--- src/rtl/hazard_unit_pkg.sv ---
// hazard_unit_pkg
//   Shared types for the pipeline hazard controller.
//   regbits_t   : 5-bit architectural register index
//   hazstate_t  : controller state (RUN, DISCARD, HALT)
//   isLoadUse() : load-use detection between the EX load and the ID sources
package hazard_unit_pkg;

  typedef logic [4:0] regbits_t;

  localparam regbits_t REG_ZERO = 5'd0;

  typedef enum logic [1:0] {
    RUN     = 2'd0,
    DISCARD = 2'd1,
    HALT    = 2'd2
  } hazstate_t;

  // A load in EX whose destination feeds the instruction in ID cannot be
  // forwarded in time. Register $0 is hardwired, so it never creates a hazard.
  function automatic logic isLoadUse(input logic     memRead,
                                     input regbits_t dest,
                                     input regbits_t rs,
                                     input regbits_t rt,
                                     input logic     useRt);
    return memRead && (dest != REG_ZERO) &&
           ((dest == rs) || (useRt && (dest == rt)));
  endfunction

endpackage

--- src/rtl/hazard_unit_sat_counter.sv ---
// sat_counter
//   Event counter that sticks at its maximum instead of wrapping.
//   CLK  : clock
//   nRST : asynchronous active-low reset, clears the count
//   inc  : count this cycle
//   cnt  : current count, W bits
module sat_counter #(
  parameter int W = 16
) (
  input  logic         CLK,
  input  logic         nRST,
  input  logic         inc,
  output logic [W-1:0] cnt
);

  localparam logic [W-1:0] CNT_MAX = '1;
  localparam logic [W-1:0] CNT_ONE = W'(1);

  // Count requested events; once all ones, hold so the value never wraps
  // back to a misleadingly small number.
  always_ff @(posedge CLK or negedge nRST) begin
    if (!nRST) begin
      cnt <= '0;
    end else if (inc && (cnt != CNT_MAX)) begin
      cnt <= cnt + CNT_ONE;
    end
  end

endmodule

--- src/rtl/hazard_unit.sv ---
// hazard_unit
//   Pipeline control for the hazards forwarding cannot resolve: load-use,
//   taken branch/jump, instruction/data memory wait and halt.
//   Inputs : CLK, nRST (async active-low), rsID/rtID/useRtID (ID sources),
//            destEX/memReadEX (EX producer), takenEX, ihit, dreqMEM, dhit,
//            haltWB
//   Outputs: pcEn, enIFID/enIDEX/enEXMEM/enMEMWB (latch enables),
//            flushIFID/flushIDEX/flushEXMEM (synchronous bubbles), halted,
//            stall_cnt/flush_cnt (saturating perf counters, CNT_W bits)
module hazard_unit
  import hazard_unit_pkg::*;
#(
  parameter int CNT_W = 16
) (
  input  logic             CLK,
  input  logic             nRST,
  input  logic [4:0]       rsID,
  input  logic [4:0]       rtID,
  input  logic             useRtID,
  input  logic [4:0]       destEX,
  input  logic             memReadEX,
  input  logic             takenEX,
  input  logic             ihit,
  input  logic             dreqMEM,
  input  logic             dhit,
  input  logic             haltWB,
  output logic             pcEn,
  output logic             enIFID,
  output logic             enIDEX,
  output logic             enEXMEM,
  output logic             enMEMWB,
  output logic             flushIFID,
  output logic             flushIDEX,
  output logic             flushEXMEM,
  output logic             halted,
  output logic [CNT_W-1:0] stall_cnt,
  output logic [CNT_W-1:0] flush_cnt
);

  hazstate_t state;
  hazstate_t nextState;
  logic      loadUse;
  logic      dataWait;
  logic      freeze;
  logic      stallInc;
  logic      flushInc;

  // Hazard terms. A halt reaching WB freezes the pipe for its last cycle
  // exactly like an outstanding data access does.
  always_comb begin
    loadUse  = isLoadUse(memReadEX, destEX, rsID, rtID, useRtID);
    dataWait = dreqMEM & ~dhit;
    freeze   = haltWB | dataWait;
  end

  // State register.
  always_ff @(posedge CLK or negedge nRST) begin
    if (!nRST) begin
      state <= RUN;
    end else begin
      state <= nextState;
    end
  end

  // Next state. A freeze holds the state, so a pending DISCARD survives a
  // data wait. A taken branch with a missed fetch leaves a wrong-path fetch
  // in flight that must be dropped when it finally arrives.
  always_comb begin
    nextState = state;
    case (state)
      HALT: begin
        nextState = HALT;
      end
      RUN, DISCARD: begin
        if (haltWB) begin
          nextState = HALT;
        end else if (dataWait) begin
          nextState = state;
        end else if (takenEX) begin
          nextState = ihit ? RUN : DISCARD;
        end else if ((state == DISCARD) && ihit) begin
          nextState = RUN;
        end
      end
      default: begin
        nextState = RUN;
      end
    endcase
  end

  // Outputs. Priority: HALT state, freeze, taken branch, load-use, fetch miss.
  // While discarding, IF/ID is flushed every cycle on top of whatever the
  // lower-priority rules decide, which also drops the wrong-path word on the
  // cycle it arrives.
  always_comb begin
    pcEn       = 1'b1;
    enIFID     = 1'b1;
    enIDEX     = 1'b1;
    enEXMEM    = 1'b1;
    enMEMWB    = 1'b1;
    flushIFID  = 1'b0;
    flushIDEX  = 1'b0;
    flushEXMEM = 1'b0;
    halted     = 1'b0;
    if (state == HALT) begin
      pcEn    = 1'b0;
      enIFID  = 1'b0;
      enIDEX  = 1'b0;
      enEXMEM = 1'b0;
      enMEMWB = 1'b0;
      halted  = 1'b1;
    end else if (freeze) begin
      pcEn    = 1'b0;
      enIFID  = 1'b0;
      enIDEX  = 1'b0;
      enEXMEM = 1'b0;
      enMEMWB = 1'b0;
    end else if (takenEX) begin
      flushIFID = 1'b1;
      flushIDEX = 1'b1;
    end else begin
      if (loadUse) begin
        pcEn      = 1'b0;
        enIFID    = 1'b0;
        flushIDEX = 1'b1;
      end else if (!ihit) begin
        pcEn      = 1'b0;
        flushIFID = 1'b1;
      end
      if (state == DISCARD) begin
        flushIFID = 1'b1;
      end
    end
  end

  // Counter events. Nothing counts once halted; flushes are already zero there.
  always_comb begin
    stallInc = ~pcEn & (state != HALT);
    flushInc = flushIFID | flushIDEX | flushEXMEM;
  end

  sat_counter #(.W(CNT_W)) u_stallCnt (
    .CLK  (CLK),
    .nRST (nRST),
    .inc  (stallInc),
    .cnt  (stall_cnt)
  );

  sat_counter #(.W(CNT_W)) u_flushCnt (
    .CLK  (CLK),
    .nRST (nRST),
    .inc  (flushInc),
    .cnt  (flush_cnt)
  );

endmodule

--- config.mk ---
export PLATFORM = sky130hd
export DESIGN_NAME = hazard_unit
export DESIGN_NICKNAME = d
export VERILOG_FILES = /design/src/rtl/hazard_unit_pkg.sv /design/src/rtl/hazard_unit_sat_counter.sv /design/src/rtl/hazard_unit.sv
export SDC_FILE = /design/constraint.sdc
export NUM_CORES = 1
export LEC_CHECK = 0
export ABC_AREA = 1
export CORE_MARGIN = 2
export CORE_UTILIZATION = 49
export DETAILED_ROUTE_END_ITERATION = 8
export GPL_ROUTABILITY_DRIVEN = 0
export PLACE_DENSITY_LB_ADDON = 0.25
export SYNTH_ARGS = -nofsm -noshare
export SYNTH_HDL_FRONTEND = slang
export SYNTH_SLANG_ARGS = --single-unit
--- constraint.sdc ---
create_clock -name CLK -period 2.29 [get_ports CLK]
set_input_delay 0.458 -clock CLK [delete_from_list [all_inputs] [get_ports CLK]]
set_output_delay 0.458 -clock CLK [all_outputs]
set_load 0.02 [all_outputs]
======== Word-level counts from Yosys, hierarchy flattened ========
Index checks and enable logic that the tools add are counted.
storage, ports and cells
  register bits after elaboration ......... 34
  input bits .............................. 24
  output and inout port bits .............. 41
operators by class
  add/subtract/negate cells ............... 2
  equality and inequality tests ........... 9
  mux-type cells .......................... 28
  bitwise operators ....................... 6
  reduce and logical (&&, ||, !) cells .... 11
operator list
  cell                                                  count
  adder 16 x 1 -> 16 bit (second input constant)        2
  inequality test 16 bit (second input constant)        2
  2-to-1 mux 1 bit                                      23
  equality test 5 bit                                   2
  2-to-1 mux 2 bit                                      4
  logical AND 1 bit                                     6
  nonzero test 5 bit                                    1
  inequality test 4 bit (second input constant)         1
  case mux 2 bit (2 select lines)                       1
  inequality test 3 bit (second input constant)         1
  AND 1 bit                                             2
  equality test 2 x 1 -> 1 bit (second input constant)  1
  equality test 2 bit (second input constant)           1
  zero test 2 bit                                       1
  inequality test 2 bit (second input constant)         1
  NOT 1 bit                                             2
  bitwise OR 1 bit                                      2
  AND reduction 2 bit                                   1
  OR reduction 2 bit                                    1
  logical OR 1 bit                                      1

======== Depth between registers and ports, before layout ========
  word-level depth ........................ 11
  gate-level depth with buffers ........... 15

======== Hierarchy ========
From an unflattened synthesis, not the netlist that was laid out.
second synthesis, totals
  cells, all modules ...................... 388
  area, all modules ....................... 2539.9 µm²
modules (own cells, without submodules)
  module       times used  cells an instance  area an instance (µm²)
  sat_counter  2           149                1058.5
  hazard_unit  1           90                 422.9

======== Least setup slack after synthesis ========
OpenSTA, ideal clock, no wires.
  path kind ............................... input port to output port
  start ................................... in destEX[3]
  end ..................................... out pcEn
  arrival time ............................ 1.447 ns
  data required time ...................... 1.832 ns
  slack ................................... 0.385 ns
  cell stages on the path ................. 8
  buffers on the path ..................... 1
  path through ............................ inv_2 nand4_1 o21ai_1 inv_1 nand3_1 nand3_1 buf_2 nor2_1
between the ends
  word-level cells in the longest chain between the ends .. 8
ends and longest elaborated chain
  what                 line                   text
  start, declared      hazard_unit.sv:20      input logic [4:0] destEX,
  equality test 5 bit  hazard_unit_pkg.sv:26  ((dest == rs) || (useRt && (dest == rt)));
  logical AND 1 bit    hazard_unit_pkg.sv:26
  logical OR 1 bit     hazard_unit_pkg.sv:26
  logical AND 1 bit *  hazard_unit_pkg.sv:25  return memRead && (dest != REG_ZERO) &&
  2-to-1 mux 1 bit *   hazard_unit.sv:122     if (loadUse) begin
  2-to-1 mux 1 bit *   hazard_unit.sv:118     end else if (takenEX) begin
  2-to-1 mux 1 bit *   hazard_unit.sv:112     end else if (freeze) begin
  2-to-1 mux 1 bit *   hazard_unit.sv:105     if (state == HALT) begin
  end, declared        hazard_unit.sv:27      output logic pcEn,
Every way passes the cells marked *; elsewhere a longest branch is shown, timed or not.

======== Final worst setup path ========
  start ................................... in rtID[4]
  end ..................................... out flushIFID
between the ends
  word-level cells in the longest chain between the ends .. 9
ends and longest elaborated chain
  what                 line                   text
  start, declared      hazard_unit.sv:18      input logic [4:0] rtID,
  equality test 5 bit  hazard_unit_pkg.sv:26
  logical AND 1 bit    hazard_unit_pkg.sv:26
  logical OR 1 bit     hazard_unit_pkg.sv:26
  logical AND 1 bit    hazard_unit_pkg.sv:25
  2-to-1 mux 1 bit     hazard_unit.sv:122
  2-to-1 mux 1 bit     hazard_unit.sv:130     if (state == DISCARD) begin
  2-to-1 mux 1 bit     hazard_unit.sv:118
  2-to-1 mux 1 bit     hazard_unit.sv:112
  2-to-1 mux 1 bit     hazard_unit.sv:105
  end, declared        hazard_unit.sv:32      output logic flushIFID,
Every way passes these cells.

==> summary.md <==
| Metric | Value |
|---|---|
| Reg area | ~850 um^2 |
| Max-slew violations | 0 |
| Post-Synthesis Cells | 341 |
| Asr flop ratio synth | 100% |
| Cell with the most instances after synthesis | nand2_1 |
| Top-area cell type share of the netlist area | 35.4% |
| Synthesis-to-finish area growth | 38.8% |
| Htree depth | 2 |
| Final Cycle Share | 97.8% |
| # diodes | 0 |
| Tot GR Track Use | approximately 22% |
| Sequential Power Share | 33.6% |
| CP arrival | around 1.8 ns |
| Maxcap violations | 0 |
| Number of sinks on the clock net | 34 |
| DR WL/cell | 11.9 um |
| Vias in the first global route | approximately 2300 |
| Final WS setup | about 0.05 ns |
| Clk buf depth | 2 |
| Die ar. | 0.00548 mm^2 |
| Maximum vdd ir drop | 405 uV |
| Worst Setup End Kind | primary output |
| Residual DRC | 0 |
| Clk_lat worst skew | 0.29 ns |
| Req. time, crit path | 1.83 ns |
| Worst setup endpoint | flushIFID |
| Vias | 2374 |
| DP Worst Slack | -0.448 ns |
| Final setup TNS | 0 ns |
| Synth cell count leaders | nand2_1 (122), nand3_1 (43), dfrtp_1 (34) |
| Setup violations, final | 0 |
| Outcome | complete, no violations |
| Mapped cell area | 0.00240 mm^2 |
| Antenna-violating nets left | 0 |
| Core region area | 0.00472 mm^2 |
| Flop2flop setup slack | between 0.3 and 0.4 ns |
| Synth Flop Type | dfrtp_1 |
| Die Wd | ~74 um |
| Vias per std cell | ~4.9 |
| Crit start category | input port |
| I/O pin cnt | 65 |
| Synth Area per Inst | 7.05 um^2 |
| Critical R2R Capture | u_flushCnt.cnt[2]$_DFFE_PN0P_ |
| Multiplexer area fraction after synthesis | 0% |
| Yosys reg bits | 34 |
| Final HPWL DP | 4390 um |
| Post-synthesis compound-gate area fraction | 2.71% |
| Worst reg-to-reg path cell count | 9 |
| Hold Vio Cnt, Final | 0 |
| FILL cells | 388 |
| Clock Pin Slew Worst Setup and Hold Paths | 0.07 ns |
| Synth warn | 0 |
| DRT iter0 DRCs | 123 |
| Share of layout cells above drive strength 1 | between 10% and 20% |
| Site Rows | 25 |
| Net count reported at finish | 441 |
| Post-Synth Adder-Cell Area | 1.04% |
| Gr ovfl total | 0 |
| Total nets after synthesis | between 300 and 400 |
| Leading area contributor after synthesis | dfrtp_1 |
| Xor and xnor area share after synthesis | about a tenth |
| WS Path Type | input port to primary output |
| PortBufs | 63 |
| Initial antenna violation count | 0 |
| Worst Hold Class | flip-flop to flip-flop |
| CTS Root Cell | clkbuf_8 |
| Clk_skew | ~0.0053 ns |
| Multi-input combinational cell area | 0.00137 mm^2 |
| Final hold slack | 0.462 ns |
| Power per cell area | 702 mW/mm^2 |
| DRT Pass-1 Iters | 4 |
| Minimum clock period | 2.24 ns |
| Max FO, Critical Path | 2 |
| Initial Utilization | between 50% and 60% |
| Clk pwr share | 28.7% |
| Worst setup path start | rtID[4] |
| Switching power | between 800 and 900 uW |
| RSZ-0062 raised after global routing | true |
| Top cells by area, synth | dfrtp_1 (35%), nand2_1 (19%), nand3_1 (8.9%), xor2_1 (5.5%), inv_1 (5.2%) |
| Sequential share of the synthesized area | 35.4% |
| Total Wirelength | 5760 um |
| Post-synth EDFFs | 0 |
| Cell internal pwr | 1490 uW |
| FMAX | 446 MHz |
| Post-CTS Hold Buffers | 0 |
| CTS tree | yes |
| Simple-gate share of the synthesized area | 41.4% |
| Largest net degree at the start of global routing | 35 |
| Inserted Clock Buffers | 5 |
| P_leak | 0.00166 uW |
| Largest family of logic cells by synthesized area | simple AND/OR/NAND/NOR gates |
| RR Startpoint | u_flushCnt.cnt[0]$_DFFE_PN0P_ |
| Synth unique cells | 30 |
| Overall die height | 74.1 um |
| Switching Share | between 30 and 40% |
| Gate power share | 37.7% |
| First-pass GRT wire length | 9710 um |
worst max-delay path: stages:
cell and delay, ns:
clkdlybuf4s50_1 0.48, inv_1 0.05, nand2_1 0.05, nand2_1 0.05, nor2_1 0.09, nand3_1 0.08, nand2_2 0.08, nand2_1 0.07
nand2_1 0.07, nand2_1 0.06, nand2_2 0.07, inv_1 0.04, buf_4 0.15
power by group through the flow:
stage	Combinational (uW)	Sequential (uW)	Clock (uW)
global route	960	801	709
floorplan	447	840	0
detailed placement	882	798	0
CTS	877	787	681
global placement	863	796	0
finish	883	787	672
repair_timing:
item                                    4_1_cts  5_1_grt
cloned                                        0        0
setup buffers                                 0        1
pin swaps                                     0        4
endpoints found under the setup margin        7        5
gates resized for setup                      24       17
registers in the layout (all words and copies together) (netlist names):
register / flops
u_flushCnt.cnt: 16
u_stallCnt.cnt: 16
state: 2
logic make-up after synthesis:
family | after synthesis
compound gates | 10
xor+xnor | 29
fa+ha+maj | 2
buf+inv | 48
flops | 34
other cells | 1
simple gates | 217
layout make-up:
cell class,instances,area share [%]
multi-input combinational,259,40.9
sequential,34,25.5
inverter,38,4.27
clock inverter,3,2.06
tap,67,2.51
clock buffer,5,2.06
timing repair buffer,77,22.7
stage by stage:
stage | cells | utilization, % | power, uW | instance area (um^2)
finish | 483 | 70.7 | 2340 | 3340
global route | 483 | 70.7 | 2470 | 3340
CTS | 482 | 69.7 | 2350 | 3290
detailed placement | 474 | 67.2 | 1680 | 3170
global placement | 474 | 67.2 | 1660 | 3170
floorplan | 341 | - | 1290 | 2400
placed cells by master, fill, tap and decap left out, drive strengths merged, types with 2 or more instances in the layout:
cell type,Yosys,layout
clkbuf,0,5
nand3,46,46
dlygate4sd2,0,8
bufinv,0,2
nor2,26,26
dlymetal6s2s,0,6
nor3,12,12
ha,2,2
xnor2,14,14
nor4,2,2
inv,38,38
clkdlybuf4s50,0,45
dfrtp,34,34
nand2,126,126
nand4,4,4
a21oi,2,2
buf,10,18
xor2,15,15
o21ai,6,6
per-layer routing:
layer	track usage, %	vias up	part of all wire (%)
met5	0	-	0
met4	5.66	0	0.66
met3	4.74	4	5.0
met2	38.6	79	49
met1	28.3	1072	46
li1	-	1219	-
worst min-delay path by stage:
stage          cells past startpoint                    to  slack, ns                  from
3_3_place_gp                       1  state[0]$_DFFE_PN0P_       0.46  state[1]$_DFFE_PN0P_
4_1_cts                            1  state[0]$_DFFE_PN0P_       0.46  state[1]$_DFFE_PN0P_
3_5_place_dp                       1  state[0]$_DFFE_PN0P_       0.45  state[1]$_DFFE_PN0P_
2_1_floorplan                      0  state[0]$_DFFE_PN0P_       0.16                  nRST
6_report                           1  state[0]$_DFFE_PN0P_       0.46  state[1]$_DFFE_PN0P_
5_1_grt                            1  state[0]$_DFFE_PN0P_       0.50  state[1]$_DFFE_PN0P_
(Power assumes the default switching activity.)
